<file path="src/rtl/uart_rx.sv">
// UART receiver: 8N1-style frame (start low, WordSize data bits LSB first,
// one stop bit high, no parity). Oversamples the line with a baud counter,
// centres on each bit, and hands complete words to the consumer on a
// valid/ack handshake. Reception never stalls on the handshake; a word that
// completes while the previous one is still unaccepted is dropped.
module uart_rx #(
    parameter int unsigned ClkRate  = 100_000_000,
    parameter int unsigned BaudRate = 115200,
    parameter int unsigned WordSize = 8
) (
    input  logic                clk_i,
    input  logic                rst_ni,
    input  logic                uart_i,
    output logic [WordSize-1:0] data_o,
    output logic                data_valid_o,
    input  logic                data_ack_i,
    output logic                frame_error_o,
    output logic                overrun_o
);

    localparam int unsigned BaudDiv = ClkRate / BaudRate;
    localparam int unsigned HalfDiv = BaudDiv / 2;
    localparam int unsigned CntW    = $clog2(BaudDiv);
    localparam int unsigned IdxW    = (WordSize > 1) ? $clog2(WordSize) : 1;

    // Fewer than four clocks per bit leaves no room to centre the samples.
    if (BaudDiv < 4) begin : g_baud_check
        $error("uart_rx: ClkRate/BaudRate must be at least 4");
    end

    typedef enum logic [2:0] {
        S_IDLE,
        S_START,
        S_DATA,
        S_STOP,
        S_WAIT_HIGH
    } state_t;

    logic                r_sync1;
    logic                r_sync2;
    logic                w_rx_s;
    state_t              r_state;
    state_t              w_state_next;
    logic [CntW-1:0]     r_cnt;
    logic [IdxW-1:0]     r_idx;
    logic [WordSize-1:0] r_shift;
    logic                r_done;
    logic [WordSize-1:0] r_data;
    logic                r_valid;
    logic                r_frame_error;
    logic                r_overrun;

    logic                w_tick_half;
    logic                w_tick_full;
    logic                w_cnt_clear;
    logic                w_idx_clear;
    logic                w_idx_inc;
    logic                w_sample_bit;
    logic                w_done;
    logic                w_ferr;

    assign w_rx_s      = r_sync2;
    assign w_tick_half = (r_cnt == CntW'(HalfDiv - 1));
    assign w_tick_full = (r_cnt == CntW'(BaudDiv - 1));

    assign data_o        = r_data;
    assign data_valid_o  = r_valid;
    assign frame_error_o = r_frame_error;
    assign overrun_o     = r_overrun;

    // Two-flop synchroniser for the asynchronous line; resets to idle-high.
    // NOTE: clocked state always uses <= so every flop samples pre-edge values.
    always_ff @(posedge clk_i or negedge rst_ni) begin
        if (!rst_ni) begin
            r_sync1 <= 1'b1;
            r_sync2 <= 1'b1;
        end else begin
            r_sync1 <= uart_i;
            r_sync2 <= r_sync1;
        end
    end

    // Frame state register.
    always_ff @(posedge clk_i or negedge rst_ni) begin
        if (!rst_ni) begin
            r_state <= S_IDLE;
        end else begin
            r_state <= w_state_next;
        end
    end

    // Next-state and datapath control decoded from state and baud ticks.
    // NOTE: every output gets a default first so no path can infer a latch.
    always_comb begin
        w_state_next = r_state;
        w_cnt_clear  = 1'b0;
        w_idx_clear  = 1'b0;
        w_idx_inc    = 1'b0;
        w_sample_bit = 1'b0;
        w_done       = 1'b0;
        w_ferr       = 1'b0;
        unique case (r_state)
            S_IDLE: begin
                w_cnt_clear = 1'b1;
                if (!w_rx_s) begin
                    w_state_next = S_START;
                end
            end
            S_START: begin
                if (w_tick_half) begin
                    w_cnt_clear = 1'b1;
                    if (!w_rx_s) begin
                        w_idx_clear  = 1'b1;
                        w_state_next = S_DATA;
                    end else begin
                        w_state_next = S_IDLE;
                    end
                end
            end
            S_DATA: begin
                if (w_tick_full) begin
                    w_cnt_clear  = 1'b1;
                    w_sample_bit = 1'b1;
                    if (r_idx == IdxW'(WordSize - 1)) begin
                        w_state_next = S_STOP;
                    end else begin
                        w_idx_inc = 1'b1;
                    end
                end
            end
            S_STOP: begin
                if (w_tick_full) begin
                    w_cnt_clear = 1'b1;
                    if (w_rx_s) begin
                        w_done       = 1'b1;
                        w_state_next = S_IDLE;
                    end else begin
                        w_ferr       = 1'b1;
                        w_state_next = S_WAIT_HIGH;
                    end
                end
            end
            S_WAIT_HIGH: begin
                w_cnt_clear = 1'b1;
                if (w_rx_s) begin
                    w_state_next = S_IDLE;
                end
            end
            default: begin
                w_state_next = S_IDLE;
            end
        endcase
    end

    // Baud counter, bit index and LSB-first shift register.
    // NOTE: the shift register is a plain vector of flops, so it is reset
    // along with the counters; nothing here maps to a RAM.
    always_ff @(posedge clk_i or negedge rst_ni) begin
        if (!rst_ni) begin
            r_cnt         <= '0;
            r_idx         <= '0;
            r_shift       <= '0;
            r_done        <= 1'b0;
            r_frame_error <= 1'b0;
        end else begin
            r_cnt <= w_cnt_clear ? '0 : r_cnt + CntW'(1);
            if (w_idx_clear) begin
                r_idx <= '0;
            end else if (w_idx_inc) begin
                r_idx <= r_idx + IdxW'(1);
            end
            if (w_sample_bit) begin
                r_shift[r_idx] <= w_rx_s;
            end
            r_done        <= w_done;
            r_frame_error <= w_ferr;
        end
    end

    // Output handshake: load on completion unless the old word is still
    // pending and unacknowledged, in which case flag an overrun instead.
    always_ff @(posedge clk_i or negedge rst_ni) begin
        if (!rst_ni) begin
            r_data    <= '0;
            r_valid   <= 1'b0;
            r_overrun <= 1'b0;
        end else begin
            r_overrun <= 1'b0;
            if (r_done) begin
                if (!r_valid || data_ack_i) begin
                    r_data  <= r_shift;
                    r_valid <= 1'b1;
                end else begin
                    r_overrun <= 1'b1;
                end
            end else if (r_valid && data_ack_i) begin
                r_valid <= 1'b0;
            end
        end
    end

endmodule

</file>
<file path="config.mk">
export PLATFORM = sky130hd
export DESIGN_NAME = uart_rx
export DESIGN_NICKNAME = d
export VERILOG_FILES = /design/src/rtl/uart_rx.sv
export SDC_FILE = /design/constraint.sdc
export NUM_CORES = 1
export LEC_CHECK = 0
export ABC_AREA = 0
export BUFFER_PORTS_ARGS = -buffer_cell sky130_fd_sc_hd__buf_4
export CAP_MARGIN = 30
export CORE_UTILIZATION = 52
export CTS_CLUSTER_SIZE = 12
export DETAILED_ROUTE_END_ITERATION = 10
export PLACE_DENSITY_LB_ADDON = 0.08
export SETUP_SLACK_MARGIN = 0.4
export SYNTH_ARGS = -nofsm -noshare
export SYNTH_HDL_FRONTEND = slang
export SYNTH_SLANG_ARGS = --single-unit
</file>
<file path="constraint.sdc">
create_clock -name clk_i -period 2.2 [get_ports clk_i]
set_input_delay 0.22 -clock clk_i [delete_from_list [all_inputs] [get_ports clk_i]]
set_output_delay 0.22 -clock clk_i [all_outputs]
set_load 0.01 [all_outputs]
</file>
==> results of run 1 <==
[registers in the layout (all words and copies together) (netlist names)]
name,count
r_sync2,1
data_o,8
r_sync1,1
frame_error_o,1
r_shift,8
overrun_o,1
r_done,1
r_idx,3
data_valid_o,1
r_cnt,10
r_state,3
[synth_stat cells (3+ instances only)]
cell type	count	area share (%)
dfrtp_1	36	52
nor2_1	21	4.6
mux2_2	14	9.1
nand2_1	8	1.7
nand3_1	6	1.7
clkbuf_1	5	1.1
xnor2_1	5	2.5
xor2_1	5	2.5
ha_1	4	2.9
inv_1	4	0.87
nand4_1	4	1.4
nor4_1	4	1.4
nor3_1	3	0.87
[worst paths after layout]
path                         endpoint  cells past startpoint       start
max                        r_shift[5]                      4    r_cnt[7]
min                         overrun_o                      3  data_ack_i
max reg2reg                r_shift[5]                      4    r_cnt[7]
min reg2reg                   r_sync2                      0     r_sync1
max in group asynchronous     r_sync2                      2      rst_ni
min in group asynchronous   data_o[4]                      2      rst_ni
[worst reg2reg max path: stages, from the launching register on]
cell	delay (ns)
dfrtp_1	0.40
or4_4	0.54
or3_4	0.41
nor4b_4	0.25
mux2_4	0.33
[what timing repair did]
item	in CTS	in global routing
resized for setup	14	7
hold buffers	2	0
buffers inserted	8	2
setup endpoints to repair	23	25
pin swaps	4	13
hold endpoints to repair	37	0
cloned	1	0
[area by class of cell]
cell class | instances | area (µm²)
repair buffers | 30 | 234.0
flip-flops and latches | 38 | 954.7
clock buffers | 7 | 55.05
clock inverters | 1 | 5.005
fillers | 249 | 947.2
inverters | 4 | 15.01
well taps | 44 | 55.05
multi-input cells | 101 | 837.1
[report_power, final]
group          internal [mW]  switching [mW]
clock                  0.155           0.221
sequential             0.702         0.00381
combinational        0.00639          0.0143
total                  0.863           0.240
[routing by layer]
| layer | vias up | track usage, % | part of all wire [%] |
|---|---|---|---|
| met1 | 629 | 25.57 | 42 |
| li1 | 584 | - | - |
| met2 | 42 | 36.67 | 52 |
| met4 | 0 | 6.977 | 1.1 |
| met3 | 5 | 5.844 | 4.9 |
| met5 | - | 0 | 0 |
[metrics by stage]
stage | std cells | utilization, % | hold slack, ns | setup slack (ns) | total power [mW]
final | 225 | 69.48 | 0.1865 | 0.1673 | 1.103
after global routing | 225 | 69.48 | 0.1844 | 0.1371 | 1.149
after CTS | 223 | 68.31 | 0.1575 | 0.1838 | 1.114
after detailed placement | 204 | 61.29 | 0.2076 | 0.1056 | 0.7375
after global placement | 204 | 61.29 | 0.2041 | 0.1636 | 0.7373
after floorplan | 148 | - | -0.07559 | 0.1433 | 0.7189
[cell families after synthesis]
group                      count (synthesis)  share of synthesized area (%)
and+or+nand+nor                           63                          20.98
DFF                                       38                          55.14
muxes                                     18                          11.58
xor gates and xnor gates                  10                          5.065
buffers and inverters                     10                          2.243
AOI/OAI and AO/OA                          5                          2.099
adders and majority gates                  4                          2.894
==> impl_results.md, run 1 <==
- # DRC: 0
- CP Cell Sequence: or4_4 -> or3_4 -> nor4b_4 -> mux2_4
- Initial antenna violation count: 0
- Global Route Usage Sum: 21.25%
- Cell Area, Synth: approximately 0.0017 mm²
- Die area: 0.003560 mm²
- CTS Sinks: 38
- Largest net degree at the start of global routing: 39
- Post-synth EDFFs: 0
- Die span in y: 59.67 µm
- Synth unique cells: 35
- ANT cells: 0
- Post-synthesis sequential area ratio: 55.14%
- Slew Viols, Final: 0
- Clock buffer depth: 2
- Via Count: 1260
- Remaining antenna violation count: 0
- Critical Path AT: 2.28 ns
- Placed instance area: between 0.0015 and 0.002 mm²
- Main synth FF type: dfrtp_1
- Post-Syn Instances: 148
- Setup TNS: 0 ns
- Clock Root Buffer: clkbuf_4
- Synth warn: 0
- Async SR Flop Fraction: 100.0%
- Clk Latency, worst-skew pair: 0.35 ns
- Worst path slowest cell: or4_4
- P per Cell Area: ~510 mW/mm²
- Num CTS Buffers: 5
- Min-Delay Path Class: primary input to flop
- Critical Path End Type: flop
- PortBufs: 14
- Reg2Reg Setup Slack: 0.17 ns
- CP top delay family: simple AND/OR/NAND/NOR gates
- Avg Cell Area, Syn: 11.68 µm²
- Global-route wire length before repair: 5471 µm
- Initial Util: 55.73%
- P&R area growth vs syn: 24.67%
- Tmin final: approximately 2.0 ns
- Most frequent cells in the layout: 35 x dfrtp_1, 27 x buf_4, 19 x nor2_1
- Via count of the first global-routing pass: 1188
- Gpl congestion: approximately 0.85
- Req. time, crit path: 2.44 ns
- Leak Pwr: 0.9944 nW
- Synthesized Nets: 156
- Status: finished, final reports clean
- DP HPWL: 2020 µm
- Ports: 15
- RSZ-0062 raised after global routing: yes
- Bufs and invs on worst path: 0
- Nets: around 190
- CP max FO: 3
- Core area: a little over 0.003 mm²
- Wirelength per Cell: 14.80 µm
- Share of layout cells above drive strength 1: 40.88%
- Critical path type: flop to flop
- Iter 0 DRT Violations: 62
- Skew final: 0.01586 ns
- Most common cell after layout, fill and taps aside: dfrtp_1
- Setup Viol. Count Final: 0
- Post-route cell area: roughly 0.0022 mm²
- Largest stage delay, worst path: 0.54 ns
- Yosys reg bits: 38
- Worst-Margin Slew: 0.4615 ns
- Number of core rows: 20
- Clock transition at the registers of the reported paths: 0.11 ns
- GRT Residual Overflow: 0
- H-tree Lvls: 2
- Worst VDD drop: 0.4041 mV
- Final hold violations: 0
- MaxCap Viol Count: 0
- Relative slew slack: 69.00%
- Vias/cell: about 5.6
- Worst Setup Start Kind: flop
- Wirelength, routed: 3329 µm
- CTS tree: done
- Router iterations before antenna repair: 5
- Die Wd: 59.67 µm
- Fmax: 492.0 MHz
- Final Cycle Share: between 90% and 100%
Power figures use the tool's default switching activity.
==> run 2, diff against run 1 <==
--- a/config.mk
+++ b/config.mk
@@ -8,7 +8,8 @@
 export ABC_AREA = 0
 export BUFFER_PORTS_ARGS = -buffer_cell sky130_fd_sc_hd__buf_4
 export CAP_MARGIN = 30
-export CORE_UTILIZATION = 52
+export CORE_UTILIZATION = 55
+export CTS_BUF_LIST = sky130_fd_sc_hd__clkbuf_8
 export CTS_CLUSTER_SIZE = 12
 export DETAILED_ROUTE_END_ITERATION = 10
 export PLACE_DENSITY_LB_ADDON = 0.08
==> run 2 against run 1 <==
Against the previous run:
- maximum frequency barely moved
- total power rose by 6.5%
- clock skew fell by 0.0077 ns
- setup slack got worse by 0.0010 ns
- first-iteration DRC count rose by 55%
- utilization rose by 3.9 points
- hold slack got worse by 0.15 ns
- largest cell class unchanged
==> impl_results.md, run 2 (same netlist as run 1, synthesis figures left out) <==
- Status: finished, final reports clean
- ANT cells: 0 (unchanged)
- Relative slew slack: 66.32% (-2.7 points)
- Wirelength, routed: 3131 µm (-5.9%)
- Clock Root Buffer: clkbuf_8
- Max FFs per register: 10 (unchanged)
- Share of layout cells above drive strength 1: 35.80% (-5.1 points)
- Multi-input logic area: 803.3 µm² (-4.0%)
- Die span in y: 58.07 µm (-2.7%)
- Die Wd: 58.07 µm (-2.7%)
- CTS tree: done
- Req. time, crit path: 2.37 ns (-0.07 ns)
- Placed instance area: 0.001914 mm² (+0.66%)
- Hold depth: 1 (-2)
- Setup Viol. Count Final: 0 (unchanged)
- Fmax: 491.7 MHz (about the same)
- Worst-Margin Slew: 0.5013 ns (+0.03985 ns)
- Iter 0 DRT Violations: 96 (+55%)
- Leak Pwr: 1.006 nW (+1.2%)
- CP max FO: 3 (unchanged)
- Number of core rows: 19 (-5.0%)
- Reg-to-reg endpoint: r_shift[7]
- Critical Path End Type: flop
- PortBufs: 14 (unchanged)
- Most frequent cells in the layout: 36 x dfrtp_1, 24 x buf_4, 21 x nor2_1
- Final hold violations: 0 (unchanged)
- CTS Sinks: 38 (unchanged)
- Initial Util: 60.11% (+4.4 points)
- R2R cell count: 4 (unchanged)
- Worst VDD drop: 0.4258 mV (+5.4%)
- GRT Residual Overflow: 0 (unchanged)
- Via Count: 1205 (-4.4%)
- Num CTS Buffers: 5 (unchanged)
- Min-Delay Path Class: primary input to flop
- Largest stage delay, worst path: 0.54 ns (about the same)
- RSZ-0062 raised after global routing: yes
- Vias/cell: 5.528 (-1.3%)
- Gpl congestion: 0.9081 (+6.7%)
- Slew Viols, Final: 0 (unchanged)
- Setup TNS: 0 ns (unchanged)
- Die area: 0.003372 mm² (-5.3%)
- Bufs and invs on worst path: 0 (unchanged)
- P&R area growth vs syn: 22.00%
- Via count of the first global-routing pass: 1153 (-2.9%)
- Final Cycle Share: 92.44% (about the same)
- H-tree Lvls: 2 (unchanged)
- HP Start: uart_i
- Critical Path AT: 2.21 ns (-0.07 ns)
- Clock transition at the registers of the reported paths: 0.07 ns (-0.04 ns)
- Skew final: 0.008159 ns (-0.007697 ns)
- Largest register by flop count: r_cnt
- CP top delay family: simple AND/OR/NAND/NOR gates
- Global Route Usage Sum: 22.72% (+1.5 points)
- Router iterations before antenna repair: 5 (unchanged)
- Worst path slowest cell: or4_4
- Sequential Area: 953.4 µm² (-0.13%)
- Reg2Reg Setup Slack: 0.17 ns (about the same)
- Ports: 15 (unchanged)
- CP Cell Sequence: or4_4 -> or3_4 -> nor3_2 -> mux2_2
- Tmin final: 2.034 ns (+0.001012 ns)
- Largest net degree at the start of global routing: 39 (unchanged)
- # DRC: 0 (unchanged)
- MaxCap Viol Count: 0 (unchanged)
- Global-route wire length before repair: 5582 µm (+2.0%)
- Initial antenna violation count: 0 (unchanged)
- Remaining antenna violation count: 0 (unchanged)
- Core area: 0.002877 mm² (-7.3%)
- Hold worst-path end: r_sync1
- R2R Path Start: r_cnt[7]
- Clk Latency, worst-skew pair: 0.29 ns (-0.06 ns)
- DP HPWL: 2067 µm (+2.4%)
- Fill cell count: 213 (-14%)
- Clock buffer depth: 2 (unchanged)
- Post-route cell area: 0.002110 mm² (-2.1%)
- Worst Setup Start Kind: flop
- Most common cell after layout, fill and taps aside: dfrtp_1
- Wirelength per Cell: 14.36 µm (-2.9%)
- P per Cell Area: 556.6 mW/mm² (+8.8%)
- Nets: 183 (-2.7%)
- Critical path type: flop to flop
run 2: cell count changes in the layout (fill, tap and decap cells not counted), sizes merged:
cell	delta
buf	-3
clkbuf	-2
inv	+2
a211o	-1
clkinv	-1
clkinvlp	+1
dlygate4sd3	-1
run 2: how the worst max path moves through the flow:
stage	startpoint	end	slack, ns	cells after the start
final	r_cnt[7]	r_shift[7]	0.17	4
after global routing	r_cnt[7]	r_shift[5]	0.13	4
after CTS	r_cnt[7]	r_shift[5]	0.18	4
after detailed placement	r_cnt[7]	r_shift[7]	0.11	4
after global placement	r_cnt[7]	r_shift[7]	0.17	4
after floorplan	r_cnt[2]	r_shift[5]	0.14	4
run 2: through the flow:
step                      hold slack, ns  worst slack [ns]  utilization, %  power (mW)  instances
after floorplan                 -0.07559            0.1433               -      0.7189        148
after global placement            0.2027            0.1667           66.55      0.7368        204
after detailed placement          0.2092            0.1085           66.55      0.7372        204
after CTS                        0.02118            0.1773           72.03       1.190        217
after global routing             0.02166            0.1277           73.34       1.212        218
final                            0.03650            0.1663           73.34       1.174        218
run 2: cell type report:
cell class	instances	area share, %
well taps	42	2.491
flip-flops and latches	38	45.20
clock buffers	5	3.262
inverters	4	0.7117
multi-input cells	100	38.08
repair buffers	26	9.549
clock inverters	3	0.7117
run 2: metal layers:
layer	vias up	global-route usage [%]	wire, µm
li1	576	-	-
met1	590	31.85	1465
met2	31	33.17	1453
met3	8	4.911	140
met4	0	12.24	72
met5	-	0	0
run 2: repair_timing:
action,4_1_cts,5_1_grt
pin swaps,5,1
hold buffers,1,0
hold endpoints to repair,36,0
endpoints found under the setup margin,23,24
buffers inserted,4,1
resized for setup,8,5
run 2: where the power goes:
group	switching (mW)	leakage, nW	internal, mW
Combinational	0.0139	0.450	0.00524
Sequential	0.00366	0.509	0.702
Clock	0.235	0.0467	0.215
Total	0.252	1.01	0.922
==> run 3, diff against run 2 <==
--- a/config.mk
+++ b/config.mk
@@ -13,6 +13,7 @@
 export CTS_CLUSTER_SIZE = 12
 export DETAILED_ROUTE_END_ITERATION = 10
 export PLACE_DENSITY_LB_ADDON = 0.08
+export REMOVE_ABC_BUFFERS = 1
 export SETUP_SLACK_MARGIN = 0.4
 export SYNTH_ARGS = -nofsm -noshare
 export SYNTH_HDL_FRONTEND = slang
==> run 3 against run 2 <==
Against the previous run:
- the run now ends with design-rule violations left
- first-iteration DRC count fell by 29%
- via count rose by 2.3%
- routed wire length rose by 8.8%
- register-to-register slack got worse by 0.06 ns
- design area rose by 6.4%
- maximum frequency fell by 2.7%
- clock power rose by 61%
- hold slack got worse by 0.0087 ns
- critical path type unchanged
- largest cell class unchanged
- highest routed layer unchanged
==> impl_results.md, run 3 (same netlist as run 1, synthesis figures left out) <==
- Worst Setup Start Kind: flop
- Clock Root Buffer: clkbuf_8
- Die Wd: 58.07 µm (unchanged)
- P per Cell Area: 646.4 mW/mm² (+16%)
- R2R cell count: 4 (unchanged)
- Initial Util: 60.11% (unchanged)
- Global Route Usage Sum: 23.53% (+0.80 points)
- DP HPWL: 2111 µm (+2.1%)
- Global-route wire length before repair: 5796 µm (+3.8%)
- Relative slew slack: 62.62% (-3.7 points)
- Reg2Reg Setup Slack: 0.11 ns (-0.06 ns)
- Final Cycle Share: 95.05% (+2.6 points)
- Min-Delay Path Class: primary input to flop
- P&R area growth vs syn: 29.81%
- Iter 0 DRT Violations: 68 (-29%)
- Core area: 0.002877 mm² (unchanged)
- H-tree Lvls: 2 (unchanged)
- Die area: 0.003372 mm² (unchanged)
- Die span in y: 58.07 µm (unchanged)
- Leak Pwr: 1.055 nW (+4.9%)
- HP Start: uart_i
- Most frequent cells in the layout: 36 x dfrtp_1, 26 x buf_4, 21 x nor2_1
- Largest register by flop count: r_cnt
- Violations in the final reports: design-rule violations
- Sequential Area: 953.4 µm² (unchanged)
- Critical path type: flop to flop
- Slew Viols, Final: 0 (unchanged)
- CP Cell Sequence: or4_4 -> or3_4 -> nor4b_4 -> mux2_4
- Largest stage delay, worst path: 0.57 ns (+0.03 ns)
- Wirelength, routed: 3405 µm (+8.8%)
- Nets: 188 (+2.7%)
- Max FFs per register: 10 (unchanged)
- Num CTS Buffers: 5 (unchanged)
- Wirelength per Cell: 15.27 µm (+6.3%)
- CTS tree: done
- Vias/cell: 5.529 (about the same)
- Gpl congestion: 0.8010 (-12%)
- Reg-to-reg endpoint: r_shift[5]
- Clock transition at the registers of the reported paths: 0.07 ns (about the same)
- Req. time, crit path: 2.38 ns (about the same)
- Skew final: 0.006857 ns (-0.001301 ns)
- Number of core rows: 19 (unchanged)
- # DRC: 1 (+1)
- Fill cell count: 188 (-12%)
- Initial antenna violation count: 0 (unchanged)
- Final hold violations: 0 (unchanged)
- Remaining antenna violation count: 0 (unchanged)
- Router iterations before antenna repair: 7 (+2)
- Setup TNS: 0 ns (unchanged)
- Setup Viol. Count Final: 0 (unchanged)
- Via Count: 1233 (+2.3%)
- ANT cells: 0 (unchanged)
- Status: complete, but fails checks
- Hold depth: 1 (unchanged)
- Worst path slowest cell: or4_4
- Worst VDD drop: 0.4921 mV (+16%)
- Critical Path End Type: flop
- Most common cell after layout, fill and taps aside: dfrtp_1
- Clock buffer depth: 2 (unchanged)
- Ports: 15 (unchanged)
- R2R Path Start: r_cnt[3]
- Via count of the first global-routing pass: 1227 (+6.4%)
- Critical Path AT: 2.27 ns (+0.06 ns)
- MaxCap Viol Count: 0 (unchanged)
- RSZ-0062 raised after global routing: yes
- Fmax: 478.2 MHz (-2.7%)
- GRT Residual Overflow: 0 (unchanged)
- Largest net degree at the start of global routing: 39 (unchanged)
- Share of layout cells above drive strength 1: 40.33% (+4.5 points)
- Final core utilization: 78.03% (+4.7 points)
- Clk Latency, worst-skew pair: 0.29 ns (about the same)
- PortBufs: 14 (unchanged)
- Tmin final: 2.091 ns (+0.05750 ns)
- Multi-input logic area: 830.8 µm² (+3.4%)
- Worst-Margin Slew: 0.5564 ns (+0.05509 ns)
- Hold worst-path end: r_sync1
- CTS Sinks: 38 (unchanged)
- CP max FO: 3 (unchanged)
## run 3: cell types whose count changed in the layout (fill, tap and decap cells not counted), moves of 2 or more
cell,before,now
bufinv_16,0,2
buf_6,1,4
buf_4,24,26
mux2_4,1,3
inv_1,6,4
## run 3: per-stage QoR
step                      cell area, µm²  power [mW]  worst slack, ns  hold slack (ns)  instances
after detailed placement            1931      0.7375          0.09673           0.2095        207
after global routing                2245       1.489          0.07493          0.01722        223
final                               2245       1.451           0.1088          0.02778        223
after global placement              1931      0.7366           0.1911           0.1987        207
after floorplan                     1705      0.7184           0.1060         -0.07559        142
after CTS                           2197       1.463           0.1392          0.02164        222
## run 3: where the power goes
| group | internal [mW] | total (mW) | switching, mW |
|---|---|---|---|
| registers | 0.702 | 0.705 | 0.00377 |
| clock network | 0.483 | 0.726 | 0.242 |
| logic | 0.00529 | 0.0196 | 0.0143 |
## run 3: layout make-up
cell class | instances | area share, %
Clock inverter | 2 | 2.676
Tap cell | 42 | 2.341
Clock buffer | 6 | 3.679
Inverter | 4 | 0.6689
Multi-Input combinational cell | 100 | 37.01
Timing Repair Buffer | 31 | 11.15
Sequential cell | 38 | 42.47
## run 3: timing repair
action / CTS / global route
resized for setup: 14 / 9
pin swaps: 7 / 4
hold buffers: 1 / 0
endpoints found under the setup margin: 23 / 24
buffers inserted: 6 / 1
endpoints found under the hold margin: 36 / 0
## run 3: metal layers
metal | vias up | GRT usage [%] | share of wire (%)
met4 | 0 | 10.20 | 2.0
met2 | 28 | 37.60 | 50
met5 | - | 0 | 0
li1 | 583 | - | -
met1 | 612 | 29.72 | 43
met3 | 10 | 7.143 | 4.3
## run 3: worst max-delay path by stage
stage                  to  cells after the start  startpoint  slack (ns)
6_report       r_shift[5]                      4    r_cnt[3]        0.11
3_5_place_dp   r_shift[1]                      4    r_cnt[4]         0.1
5_1_grt        r_shift[5]                      4    r_cnt[3]        0.07
2_1_floorplan  r_shift[5]                      4    r_cnt[3]        0.11
3_3_place_gp   r_shift[5]                      4    r_cnt[4]        0.19
4_1_cts        r_shift[1]                      4    r_cnt[3]        0.14
## run 3: worst max-delay path, delay by kind of cell (launching register included)
kind	cells	cell delay (ns)
flip-flops	1	0.39
multiplexers	1	0.32
AND/OR/NAND/NOR	3	1.28
